File: src/rtl/gather_hazard_unit_if.sv
// gather_hazard_unit_if -- bundles the update stream, the URAM read port and the
// gather-pipe output of gather_hazard_unit.
// slave  : the hazard unit's view (consumes updates and RData, drives the rest).
// master : the surrounding system's view (opposite directions).
interface gather_hazard_unit_if #(
  parameter int PAR_SIZE_W  = 18,
  parameter int URAM_DATA_W = 32
);
  // Update stream (valid/ready)
  logic [31:0]             in_value;
  logic [31:0]             in_dest;
  logic                    in_valid;
  logic                    in_ready;
  // URAM read port
  logic [PAR_SIZE_W-1:0]   RAddr;
  logic                    Ren;
  logic [URAM_DATA_W-1:0]  RData;
  // Gather pipe
  logic [31:0]             update_value;
  logic [31:0]             update_dest;
  logic [URAM_DATA_W-1:0]  dest_attr;
  logic                    input_valid;

  modport slave (
    input  in_value, in_dest, in_valid, RData,
    output in_ready, RAddr, Ren, update_value, update_dest, dest_attr, input_valid
  );

  modport master (
    output in_value, in_dest, in_valid, RData,
    input  in_ready, RAddr, Ren, update_value, update_dest, dest_attr, input_valid
  );
endinterface

File: src/rtl/gather_hazard_unit.sv
// gather_hazard_unit -- read-after-write hazard guard in front of a URAM gather pipe.
// Each accepted update issues its URAM read in the same cycle and travels down an
// RD_LAT-deep read stage chain, emerging together with RData. Its address stays in a
// scoreboard for RD_LAT+GATHER_LAT cycles (read plus gather write-back); a new update
// to a tracked address is refused until the entry ages out.
// Optional feature: define HAZARD_STATS_EN to add the saturating stall_cnt output.
module gather_hazard_unit #(
  parameter int PAR_SIZE_W  = 18,
  parameter int URAM_DATA_W = 32,
  parameter int RD_LAT      = 2,
  parameter int GATHER_LAT  = 1
) (
  input  logic                clk,
  input  logic                rst,
  gather_hazard_unit_if.slave bus
`ifdef HAZARD_STATS_EN
  ,
  output logic [31:0]         stall_cnt
`endif
);

  localparam int SB_DEPTH = RD_LAT + GATHER_LAT;

  typedef struct packed {
    logic        valid;
    logic [31:0] value;
    logic [31:0] dest;
  } stage_t;

  typedef struct packed {
    logic                  valid;
    logic [PAR_SIZE_W-1:0] addr;
  } sb_entry_t;

  stage_t                stage_q [RD_LAT];
  sb_entry_t             sb_q    [SB_DEPTH];
  logic [PAR_SIZE_W-1:0] raddr_q;
  logic [PAR_SIZE_W-1:0] raddr_d;
  logic [PAR_SIZE_W-1:0] in_addr;
  logic                  hazard;
  logic                  in_ready;
  logic                  accept;

  // Only the partition-local bits address the URAM, so only they can collide.
  assign in_addr = bus.in_dest[PAR_SIZE_W-1:0];

  // Hazard when the incoming address is still owned by any in-flight update.
  always_comb begin
    // NOTE: default first, so no path through the loop leaves hazard unassigned (no latch).
    hazard = 1'b0;
    for (int i = 0; i < SB_DEPTH; i++) begin
      if (sb_q[i].valid && (sb_q[i].addr == in_addr)) hazard = 1'b1;
    end
  end

  // Ready is the only back-pressure; it is withheld for the whole reset cycle.
  assign in_ready = !rst && !hazard;
  assign accept   = bus.in_valid && in_ready;

  // Read address follows an accepted update and otherwise holds its last value.
  always_comb begin
    raddr_d = raddr_q;
    if (accept) raddr_d = in_addr;
  end

  assign bus.in_ready     = in_ready;
  assign bus.Ren          = accept;
  assign bus.RAddr        = rst ? '0 : raddr_d;
  assign bus.input_valid  = !rst && stage_q[RD_LAT-1].valid;
  assign bus.update_value = rst ? '0 : stage_q[RD_LAT-1].value;
  assign bus.update_dest  = rst ? '0 : stage_q[RD_LAT-1].dest;
  assign bus.dest_attr    = rst ? '0 : bus.RData;

  // Advance read stages and scoreboard every cycle; stall cycles inject bubbles.
  always_ff @(posedge clk) begin
    // NOTE: non-blocking assignments, so each entry samples its predecessor's old value.
    if (rst) begin
      // NOTE: data fields are cleared along with the valids so outputs read 0 after reset.
      for (int i = 0; i < RD_LAT; i++)   stage_q[i] <= '0;
      for (int i = 0; i < SB_DEPTH; i++) sb_q[i]    <= '0;
      raddr_q <= '0;
    end else begin
      stage_q[0].valid <= accept;
      stage_q[0].value <= bus.in_value;
      stage_q[0].dest  <= bus.in_dest;
      for (int i = 1; i < RD_LAT; i++) stage_q[i] <= stage_q[i-1];
      sb_q[0].valid <= accept;
      sb_q[0].addr  <= in_addr;
      for (int i = 1; i < SB_DEPTH; i++) sb_q[i] <= sb_q[i-1];
      raddr_q <= raddr_d;
    end
  end

`ifdef HAZARD_STATS_EN
  logic [31:0] stall_cnt_q;
  logic [31:0] stall_cnt_d;

  // Count cycles in which a presented update is refused, saturating at all-ones.
  always_comb begin
    stall_cnt_d = stall_cnt_q;
    if (bus.in_valid && hazard && (stall_cnt_q != '1)) stall_cnt_d = stall_cnt_q + 32'd1;
  end

  // Stall counter register.
  always_ff @(posedge clk) begin
    if (rst) stall_cnt_q <= '0;
    else     stall_cnt_q <= stall_cnt_d;
  end

  assign stall_cnt = stall_cnt_q;
`endif

endmodule

File: src/flat_wrapper.sv
// flat-port wrapper written by rule: the top's interface ports become plain ports
module gather_hazard_unit_flat 
#(
  parameter int PAR_SIZE_W  = 18,
  parameter int URAM_DATA_W = 32,
  parameter int RD_LAT      = 2,
  parameter int GATHER_LAT  = 1
)
  (clk, rst, bus_in_value, bus_in_dest, bus_in_valid, bus_RData, bus_in_ready, bus_RAddr, bus_Ren, bus_update_value, bus_update_dest, bus_dest_attr, bus_input_valid);
  gather_hazard_unit_if #(.PAR_SIZE_W(PAR_SIZE_W), .URAM_DATA_W(URAM_DATA_W)) bus_i ();
  input  logic clk;
  input  logic rst;
  input wire logic [$bits(bus_i.in_value)-1:0] bus_in_value;
  input wire logic [$bits(bus_i.in_dest)-1:0] bus_in_dest;
  input wire logic [$bits(bus_i.in_valid)-1:0] bus_in_valid;
  input wire logic [$bits(bus_i.RData)-1:0] bus_RData;
  output wire logic [$bits(bus_i.in_ready)-1:0] bus_in_ready;
  output wire logic [$bits(bus_i.RAddr)-1:0] bus_RAddr;
  output wire logic [$bits(bus_i.Ren)-1:0] bus_Ren;
  output wire logic [$bits(bus_i.update_value)-1:0] bus_update_value;
  output wire logic [$bits(bus_i.update_dest)-1:0] bus_update_dest;
  output wire logic [$bits(bus_i.dest_attr)-1:0] bus_dest_attr;
  output wire logic [$bits(bus_i.input_valid)-1:0] bus_input_valid;
  assign bus_i.in_value = bus_in_value;
  assign bus_i.in_dest = bus_in_dest;
  assign bus_i.in_valid = bus_in_valid;
  assign bus_i.RData = bus_RData;
  assign bus_in_ready = bus_i.in_ready;
  assign bus_RAddr = bus_i.RAddr;
  assign bus_Ren = bus_i.Ren;
  assign bus_update_value = bus_i.update_value;
  assign bus_update_dest = bus_i.update_dest;
  assign bus_dest_attr = bus_i.dest_attr;
  assign bus_input_valid = bus_i.input_valid;
  gather_hazard_unit #(.PAR_SIZE_W(PAR_SIZE_W), .URAM_DATA_W(URAM_DATA_W), .RD_LAT(RD_LAT), .GATHER_LAT(GATHER_LAT)) u_core (.clk(clk), .rst(rst), .bus(bus_i));
endmodule
File: config.mk
export PLATFORM = sky130hd
export DESIGN_NAME = gather_hazard_unit_flat
export DESIGN_NICKNAME = d
export VERILOG_FILES = /design/src/rtl/gather_hazard_unit_if.sv /design/src/rtl/gather_hazard_unit.sv /design/src/flat_wrapper.sv
export SDC_FILE = /design/constraint.sdc
export NUM_CORES = 1
export LEC_CHECK = 0
export CORE_ASPECT_RATIO = 2
export CORE_MARGIN = 2
export CORE_UTILIZATION = 45
export CTS_CLUSTER_SIZE = 28
export DETAILED_ROUTE_END_ITERATION = 6
export PLACE_DENSITY = 0.82
export SYNTH_ARGS = -nofsm -noshare
export SYNTH_HDL_FRONTEND = slang
export SYNTH_SLANG_ARGS = --single-unit
export TNS_END_PERCENT = 10
File: constraint.sdc
create_clock -name clk -period 2.75 [get_ports clk]
set_input_delay 0.55 -clock clk [delete_from_list [all_inputs] [get_ports clk]]
set_output_delay 0.55 -clock clk [all_outputs]
set_load 0.01 [all_outputs]
**Word-level counts from Yosys, hierarchy flattened**

Memories as Yosys holds them, arrays and structs flattened.
Index checks and enable logic that the tools add are counted.

- Multiplexer cells: 19
- Order comparisons: 0
- Shifts and indexed selects: 0
- Add/subtract/negate cells: 0
- Bitwise gates (word level): 8
- Div/mod/pow operators: 0
- Reduce and logical (&&, ||, !) cells: 8
- Equality and inequality tests: 3
- $mul: 0

Operators by type and width:

| kind | count |
|---|---|
| $mux W32 | 5 |
| $mux W65 | 1 |
| $eq A18 B18 Y1 | 3 |
| $mux W18 | 3 |
| $mux W19 | 2 |
| $mux W1 | 8 |
| $or A1 B1 Y1 | 8 |
| $logic_and A1 B1 Y1 | 6 |
| $logic_not A1 Y1 | 2 |

- Output and inout port bits: 117
- Memory bits (writable): 187
- Bits in read-only memories: 0
- Memories kept: 2
- Register bits: 18
- Latch bits: 0
- Bits of input ports: 99
- Word-level logic and storage cells: 41

Memories:

| memory | depth | bits a word | rd ports | clocked after memory_dff | write ports | RTL line | source |
|---|---|---|---|---|---|---|---|
| u_core.stage_q | 2 | 65 | 2 | 0 | 2 | gather_hazard_unit.sv:35 | `stage_t stage_q [RD_LAT];` |
| u_core.sb_q | 3 | 19 | 3 | 0 | 3 | gather_hazard_unit.sv:36 | `sb_entry_t sb_q [SB_DEPTH];` |

**Longest topological paths before layout**

Gate-level depths: netlist of the first run.
An unclocked memory read counts as a cell.

- Depth after elaboration: 11
- Depth in mapped cells: 7
- Gate-level depth less buffers: 6

**Worst setup path before layout of the first run**

No wires, ideal clock.

- Kind: input port to output port
- From: input port bus_in_dest[2]
- To: output port bus_RAddr[0]
- Path buffers: 1
- Required time: 2.200 ns
- Cell stages on the path: 7
- Path slack: 0.388 ns
- Arrival: 1.812 ns
- Path through: xnor2_1 nand4_1 nor4_1 a41oi_1 nand3_2 buf_6 mux2_4

- Longest elaborated chain between the ends: 10
- Elaborated cells on any way between the ends: 14
- Those cells by class: 3 x eq/ne; 5 x mux; 6 x reduce/logical

RTL lines:

| what | RTL line | source |
|---|---|---|
| from (decl) | flat_wrapper.sv:14 | `input wire logic [$bits(bus_i.in_dest)-1:0] bus_in_dest;` |
| $eq A18 B18 Y1 | gather_hazard_unit.sv:52 | `if (sb_q[i].valid && (sb_q[i].addr == in_addr)) hazard = 1'b1;` |
| $logic_and A1 B1 Y1 | gather_hazard_unit.sv:52 |  |
| $mux W1 (2 in a row) | gather_hazard_unit.sv:52 |  |
| $mux W1 (*) | gather_hazard_unit.sv:52 |  |
| $logic_not A1 Y1 (*) | gather_hazard_unit.sv:57 | `assign in_ready = !rst && !hazard;` |
| $logic_and A1 B1 Y1 (*) | gather_hazard_unit.sv:57 |  |
| $logic_and A1 B1 Y1 (*) | gather_hazard_unit.sv:58 | `assign accept = bus.in_valid && in_ready;` |
| $mux W18 (*) | gather_hazard_unit.sv:63 | `if (accept) raddr_d = in_addr;` |
| $mux W18 (*) | gather_hazard_unit.sv:68 | `assign bus.RAddr = rst ? '0 : raddr_d;` |
| to (decl) | flat_wrapper.sv:18 | `output wire logic [$bits(bus_i.RAddr)-1:0] bus_RAddr;` |

Mark *: on every way between the ends. The rest lies on a longest branch, timed or not.

**Worst setup path in the final report of the first run**

- From: input port bus_in_dest[2]
- To: output port bus_RAddr[14]

The elaborated chain is that of the path after synthesis.

==> results of run 1 <==
area by class of cell:
type | instances | area, um2 | share of cell area, %
inverter | 2 | 7.51 | 0.0807
timing repair buffer | 259 | 2560 | 27.5
sequential | 167 | 3360 | 36.1
multi-input combinational | 358 | 2650 | 28.4
tap | 152 | 190 | 2.04
clock inverter | 14 | 116 | 1.25
clock buffer | 18 | 429 | 4.61
worst max-delay path: stages:
cell and delay (ns):
clkdlybuf4s15_1 0.25, xnor2_1 0.19, nand4_1 0.22, nor4_4 0.23, a41oi_2 0.19, nand3_2 0.14
buf_12 0.14, buf_12 0.12, mux2_4 0.31, buf_6 0.12
synth_stat cells (all sizes together) (2+ instances only):
| library cell | number | area, um2 |
|---|---|---|
| dfxtp | 167 | 3340 |
| buf | 5 | 33.8 |
| inv | 2 | 7.51 |
| nor3 | 2 | 10.0 |
| nor2b | 263 | 1650 |
| nand4 | 12 | 75.1 |
| nand3 | 3 | 20.0 |
| nor2 | 2 | 7.51 |
| xnor2 | 54 | 473 |
| clkbuf | 26 | 97.6 |
| mux2 | 18 | 270 |
worst max-delay path by stage:
stage                             startpoint            end  slack, ns  depth (start not counted)
after global routing          bus_in_dest[2]  bus_RAddr[14]      -0.34                         10
final                         bus_in_dest[2]  bus_RAddr[14]      -0.26                         10
after floorplan               bus_in_dest[2]   bus_RAddr[0]       0.39                          7
after CTS                 u_core.sb_q[0][27]  bus_RAddr[14]      -0.23                          9
after detailed placement      bus_in_dest[2]  bus_RAddr[13]      -0.91                          9
after global placement       bus_in_dest[12]   bus_RAddr[0]      -0.86                         11
sequential cells by signal (all words and copies together), names as in the netlist:
name            cells
u_core.raddr_q     18
u_core.sb_q        57
u_core.stage_q     92
cell usage in the layout, fill, tap and decap left out, types with 4 or more instances in the layout:
cell / instances
inv_6: 4
dlygate4sd2_1: 5
nor2b_1: 263
xnor2_2: 10
clkdlybuf4s50_1: 176
buf_4: 31
buf_12: 6
dfxtp_1: 156
dfxtp_2: 9
clkbuf_2: 8
buf_6: 27
xnor2_1: 44
mux2_4: 18
nand4_1: 12
clkbuf_16: 17
cells by family (layout without fill, tap and decap cells):
logic type                Yosys count  in the layout  share of synthesized area (%)
AOI/OAI and AO/OA                   2              2                          0.271
and+or+nand+nor                   284            284                           29.4
buffers and inverters              33            293                           2.31
xor gates and xnor gates           54             54                           7.87
DFF                               167            167                           55.6
muxes                              18             18                           4.50
metal layers:
metal | GRT usage [%] | vias to the layer above
li1 | - | 2213
met1 | 22.8 | 2036
met2 | 39.3 | 137
met4 | 11.3 | 0
met3 | 5.62 | 32
met5 | 0 | -
per-stage QoR:
stage                     setup TNS [ns]  instance area (um2)  worst slack (ns)
final                              -4.20                 9310            -0.262
after global routing               -5.61                 9310            -0.337
after CTS                          -3.60                 9280            -0.233
after detailed placement          -17.06                 8510            -0.914
after global placement            -16.17                 8510            -0.859
after floorplan                        0                 6010             0.388
power by group:
group	internal, W	switching [W]
Combinational	0.000427	0.000270
Sequential	0.00253	0.0000411
Clock	0.00118	0.00102
Total	0.00413	0.00133
what timing repair did:
| item | in CTS | in global routing |
|---|---|---|
| setup endpoints to repair | 20 | 20 |
| pin swaps | 21 | 13 |
| setup buffers | 10 | 2 |
| gates resized for setup | 151 | 29 |
==> impl_metrics.yaml, run 1 <==
outcome:
  status: "finished with violations"
  violations: "DRC, setup timing"
sta:
  timing.hold.ws_ns: 0.441
  slew_headroom_pct: 70.1
  fin_skew_ns: 0.0101
  setup_viol: 18
  min_period_ns: 3.01
  fmax_ghz: 0.332
  rsz0062_at_grt: "true"
  drv_slew: 0
  hold_viol: 0
  setup_ws_ns: -0.262
  max_slew.worst_pin.slew_ns: 0.449
  post-route-period-util_pct: 110
global_routing:
  grt_pass1_vias: 4741
  track_usage_pct: 21.9
  grt_start_max_net_pins: 79
  grt_antenna_before_repair: 0
  grt_first_pass_wirelength_um: 24200
  grt_overflow: 0
layout:
  antenna_cells: 0
  final_nets: 904
  layout.cells.non_filler: 970
  synthToLayoutAreaGrowth_pct: 54.8
  drive_above_1_share_pct: 18.9
  fill_cells: 921
  post-route-util_pct: 71.2
worst_setup_path:
  criticalPathCategory: "input pin to primary output"
  start_kind: "input pin"
  reg2reg_slack_ns: 0.73
  reg2reg_from: "u_core.sb_q[0][22]"
  cp-end-kind: "primary output"
  critPathMaxFanout: 8
  ff2ff_path_depth: 8
  critical_path_required_ns: 2.20
  arrival_ns: 2.46
  reg2reg_to: "u_core.raddr_q[14]"
worst_hold_path:
  hp-start: "u_core.stage_q[0][53]"
  hp-class: "flip-flop to flip-flop"
  min_path_cells: 1
  worstHoldEndpoint: "u_core.stage_q[0][118]"
route:
  wl_um: 15500
  met3_length_um: 730
  route.detailed.wl_per_inst_um: 16.0
  highest_layer: "met4"
  drt-initial-drc-count: 140
  wl_met2_um: 8550
  dr.pass1.iters: 7
  vias_per_cell: 4.55
  antenna_left: 0
  drc: 9
  met1Wirelength_um: 5680
  vias: 4418
floorplan:
  die_x_um: 85.7
  die_y_um: 167
  io-pin-count: 216
  dieArea_mm2: 0.0144
  core_area_mm2: 0.0131
  start_util_pct: 46.0
  row_count: 59
clocking:
  cts_max_level: 4
  cts_sinks: 167
  cts-buffers-inserted: 17
  clock_latency_ns: 0.41
  clk_pin_slew_ns: 0.07
  cts_tree: "built"
  cts_max_path_buffers: 2
  hold_buffers: 0
  root_buffer: "clkbuf_16"
power_and_ir_drop:
  finalPower_w: 0.00546
  power.density_mw_per_mm2: 587
  irDropWorstVdd_mv: 0.535
  leakage_nw: 3.68
logic_synthesis:
  synth_fp_nets: 657
  syn_area_per_cell_um2: 10.8
  synth_cell_types: 17
  syn_area_mm2: 0.00601
  synthFlopType: "dfxtp_1"
  synth-async-reset-ratio_pct: 0
  ys_seq_area_share_pct: 55.6
  synth_edf_count: 0
  synth_cells: 558
  yosysWarnings: 0
  ys_seq_elements: 167
placed_design:
  hpwl_um: 11300
  portBuffers: 215
  dp_cells: 926
  gp_congestion: 0.819
flow_run:
  cap_violations: 0
(Power assumes the default switching activity.)
==> run 2, diff against run 1 <==
Settings changed: CORE_ASPECT_RATIO 2 to not set, RECOVER_POWER set to 100, SLEW_MARGIN set to 25.
==> impl_metrics.yaml, run 2 (synthesis gave the netlist of run 1 again) <==
worst_setup_path:
  critical_path_required_ns: 2.20
  cp_slowest_cell: "nor4_2"
  cp_cell_sequence: "clkdlybuf4s15_2 > xnor2_2 > nand4_1 > nor4_2 > a41oi_2 > nand3_4 > buf_12 > buf_6 > mux2_4 > buf_6"
  critPathMaxFanout: 7
  crit_top_cell: "buf_6"
  slowest_delay_ns: 0.35
  critPathBufInv: 4
  criticalPathCategory: "input pin to primary output"
  arrival_ns: 2.44
  cp-end-kind: "primary output"
  start_kind: "input pin"
  critPathTopFamily: "simple AND/OR/NAND/NOR gates"
layout:
  largest_registers: "u_core.stage_q: 92 flops, u_core.sb_q: 57 flops, u_core.raddr_q: 18 flops"
  final_common_cell: "nor2b_1"
  fin_area_mm2: 0.00940
  drive_above_1_share_pct: 17.1
  largest_reg_flops: 92
  antenna_cells: 0
  top_register: "u_core.stage_q"
  synthToLayoutAreaGrowth_pct: 56.4
  final_nets: 900
  layout.cells.non_filler: 988
  final_cell_mix: "nor2b_1, clkdlybuf4s50_1, dfxtp_1"
  fill_cells: 916
route:
  vias: 4444
  drt-initial-drc-count: 172
  vias_per_cell: 4.50
  route.detailed.wl_per_inst_um: 15.0
  wl_um: 14800
  antenna_left: 0
  drc: 0
  dr.pass1.iters: 4
sta:
  setup_viol: 18
  min_period_ns: 2.99
  fin_skew_ns: 0.0107
  setup_ws_ns: -0.244
  max_slew.worst_pin.slew_ns: 0.472
  drv_slew: 0
  slew_headroom_pct: 68.5
  post-route-period-util_pct: 109
  finalSetupTns_ns: -3.87
  fmax_ghz: 0.334
  timing.hold.ws_ns: 0.431
  hold_viol: 0
  rsz0062_at_grt: "true"
outcome:
  status: "finished with violations"
  violations: "setup timing"
clocking:
  cts_max_level: 4
  hold_buffers: 0
  root_buffer: "clkbuf_16"
  clock_latency_ns: 0.41
  cts_tree: "built"
  cts_max_path_buffers: 2
  clk_pin_slew_ns: 0.06
  cts_sinks: 167
  cts-buffers-inserted: 17
flow_run:
  cap_violations: 0
placed_design:
  dp_cells: 950
  hpwl_um: 10700
  placed_cell_area_mm2: 0.00854
  portBuffers: 215
  gp_congestion: 0.806
  dp_slack_ns: -0.930
floorplan:
  start_util_pct: 45.8
  row_count: 42
  die_x_um: 120
  io-pin-count: 216
  dieArea_mm2: 0.0143
  core_area_mm2: 0.0131
  die_y_um: 120
global_routing:
  track_usage_pct: 20.8
  grt_antenna_before_repair: 0
  grt_first_pass_wirelength_um: 22700
  grt-busiest-layer: "met2"
  grt_overflow: 0
  use_met3_pct: 5.13
  grt_start_max_net_pins: 126
  grt_pass1_vias: 4413
  grtUsageMet1_pct: 23.9
  grt_use_met2_pct: 36.5
power_and_ir_drop:
  power.density_mw_per_mm2: 632
  leakage_nw: 3.69
  irDropWorstVdd_mv: 0.429
worst_hold_path:
  hp-class: "flip-flop to flip-flop"
==> run 2: worst reg2reg max path: cells and delay by family, from the launching register on <==
| family | cells | cell delay, ns |
|---|---|---|
| AND/OR/NAND/NOR | 3 | 0.63 |
| AO/OA/AOI/OAI | 1 | 0.20 |
| multiplexers | 1 | 0.31 |
| buffers and inverters | 2 | 0.26 |
| flip-flops | 1 | 0.34 |
| XOR/XNOR | 1 | 0.18 |
==> run 2: routing by layer <==
metal  wire length (um)  part of all wire, %
met1               5990                   40
met2               7590                   51
met3                951                  6.4
met4                299                  2.0
met5                  0                    0
==> run 2: final timing paths <==
| kind | startpoint | depth (start not counted) | slack, ns | end |
|---|---|---|---|---|
| setup / recovery | bus_in_dest[11] | 10 | -0.24 | bus_RAddr[16] |
| hold / removal | u_core.stage_q[0][53] | 1 | 0.43 | u_core.stage_q[0][118] |
| setup reg to reg | u_core.sb_q[0][22] | 8 | 0.73 | u_core.raddr_q[16] |
| hold reg to reg | u_core.stage_q[0][53] | 1 | 0.43 | u_core.stage_q[0][118] |
==> run 2: final cells by class <==
cell class	instances	area (um2)	share of cell area, %
Clock buffer	22	484	5.15
Tap cell	176	220	2.34
Inverter	2	7.51	0.0798
Sequential cell	167	3350	35.6
Clock inverter	8	193	2.05
Multi-Input combinational cell	358	2640	28.1
Timing Repair Buffer	255	2510	26.6
==> run 2: power by group <==
group | total [W] | internal, W | switching [W]
sequential | 0.00257 | 0.00253 | 0.0000397
combinational | 0.000683 | 0.000418 | 0.000265
clock | 0.00269 | 0.00179 | 0.000902
==> run 2: what timing repair did <==
action / CTS / global route
resized for setup: 156 / 15
endpoints found under the setup margin: 20 / 19
pin swaps: 21 / 15
cloned: 0 / 0
setup buffers: 7 / 1
==> run 2: metrics by stage <==
| stage | power [W] | utilization (%) |
|---|---|---|
| 2_1_floorplan | 0.00290 | - |
| 3_3_place_gp | 0.00326 | 65.0 |
| 3_5_place_dp | 0.00328 | 65.0 |
| 4_1_cts | 0.00599 | 71.7 |
| 5_1_grt | 0.00614 | 71.6 |
| 6_report | 0.00595 | 71.6 |
==> run 3, diff against run 2 <==
Settings changed: GPL_TIMING_DRIVEN set to 0.
==> impl_metrics.yaml, run 3 (synthesis gave the netlist of run 1 again) <==
floorplan:
  dieArea_mm2: 0.0143
  core_area_mm2: 0.0131
  row_count: 42
  die_x_um: 120
  die_y_um: 120
  start_util_pct: 45.8
  io-pin-count: 216
sta:
  setup_viol: 55
  max_slew.worst_pin.slew_ns: 0.596
  rsz0062_at_grt: "true"
  timing.hold.ws_ns: 0.433
  drv_slew: 0
  hold_viol: 0
  fin_skew_ns: 0.0113
  fmax_ghz: 0.328
  min_period_ns: 3.05
  post-route-period-util_pct: 111
  slew_headroom_pct: 60.3
  setup_ws_ns: -0.303
layout:
  final_common_cell: "nor2b_1"
  final_nets: 901
  layout.cells.non_filler: 988
  largest_reg_flops: 92
  antenna_cells: 0
  synthToLayoutAreaGrowth_pct: 53.0
  final_cell_mix: "nor2b_1, dfxtp_1, dlygate4sd2_1"
  top_register: "u_core.stage_q"
  drive_above_1_share_pct: 17.0
  largest_registers: "u_core.stage_q: 92 flops, u_core.sb_q: 57 flops, u_core.raddr_q: 18 flops"
clocking:
  cts_max_path_buffers: 2
  cts_max_level: 4
  cts-buffers-inserted: 17
  cts_sinks: 167
  clk_pin_slew_ns: 0.06
  clock_latency_ns: 0.42
  root_buffer: "clkbuf_16"
  hold_buffers: 0
  cts_tree: "built"
outcome:
  status: "finished with violations"
  violations: "setup timing"
route:
  drt-initial-drc-count: 141
  dr.pass1.iters: 4
  route.detailed.wl_per_inst_um: 16.5
  vias_per_cell: 4.62
  wl_um: 16300
  drc: 0
  vias: 4562
  antenna_left: 0
worst_setup_path:
  arrival_ns: 2.50
  cp-end-kind: "primary output"
  reg2reg_slack_ns: 0.68
  critPathMaxFanout: 5
  criticalPathCategory: "input pin to primary output"
  start_kind: "input pin"
  critical_path_required_ns: 2.20
placed_design:
  portBuffers: 215
  dp_cells: 949
  gp_congestion: 0.876
  hpwl_um: 11500
global_routing:
  grt_pass1_vias: 4706
  grt_first_pass_wirelength_um: 24800
  grt_antenna_before_repair: 0
  grt_start_max_net_pins: 17
  track_usage_pct: 22.9
  grt_overflow: 0
power_and_ir_drop:
  irDropWorstVdd_mv: 0.388
  power.density_mw_per_mm2: 620
  leakage_nw: 4.05
worst_hold_path:
  hp-class: "flip-flop to flip-flop"
flow_run:
  cap_violations: 0
==> run 3: layout make-up <==
type / count / area, um2
well taps: 176 / 220
repair buffers: 225 / 2120
plain buffers: 31 / 205
fillers: 1011 / 3940
multi-input cells: 358 / 2670
inverters: 2 / 7.51
clock buffers: 21 / 470
clock inverters: 8 / 146
flip-flops and latches: 167 / 3360
==> run 3: worst paths after layout <==
path / startpoint / to / cells after the start
worst max-delay path: bus_in_dest[1] / bus_RAddr[10] / 11
worst min-delay path: u_core.stage_q[0][43] / u_core.stage_q[0][108] / 1
worst max register to register: u_core.sb_q[0][19] / u_core.raddr_q[10] / 9
worst min register to register: u_core.stage_q[0][43] / u_core.stage_q[0][108] / 1
==> run 3: metal layers <==
metal  GRT usage, %  part of all wire [%]  vias up  wire (um)
met2           40.4                    51      167       8310
met1           26.2                    41     2171       6620
met5              0                     0        -          0
met3           7.41                   6.5       21       1060
li1               -                     -     2203          -
met4           7.65                   2.1        0        337
==> run 3: metrics by stage <==
step	cell area [um2]	total power, W	utilization, %	setup TNS [ns]	worst slack, ns
2_1_floorplan	6010	0.00290	-	0	0.388
3_3_place_gp	8380	0.00325	63.8	-97.96	-1.03
3_5_place_dp	8380	0.00326	63.8	-100.17	-1.04
4_1_cts	9220	0.00573	70.2	-4.31	-0.276
5_1_grt	9200	0.00589	70.0	-18.96	-0.405
6_report	9200	0.00571	70.0	-12.89	-0.303
==> run 3: worst max-delay path, stage by stage <==
cell and delay, ns:
clkdlybuf4s15_2 0.23, xnor2_1 0.16, nand4_1 0.19, nor4_4 0.28
a41oi_2 0.16, nand3_2 0.14, buf_6 0.13, buf_8 0.12
buf_6 0.10, mux2_4 0.30, buf_6 0.12
==> run 3: where the power goes <==
group | switching (W) | leakage [nW] | total (W) | internal, W
sequential | 0.0000408 | 1.38 | 0.00257 | 0.00253
combinational | 0.000279 | 2.36 | 0.000657 | 0.000378
clock | 0.000902 | 0.301 | 0.00248 | 0.00158
==> run 3: repair_timing <==
item | in CTS | in global routing
endpoints found under the setup margin | 117 | 21
buffers inserted | 8 | 1
cloned | 2 | 0
resized for setup | 314 | 16
pin swaps | 22 | 15
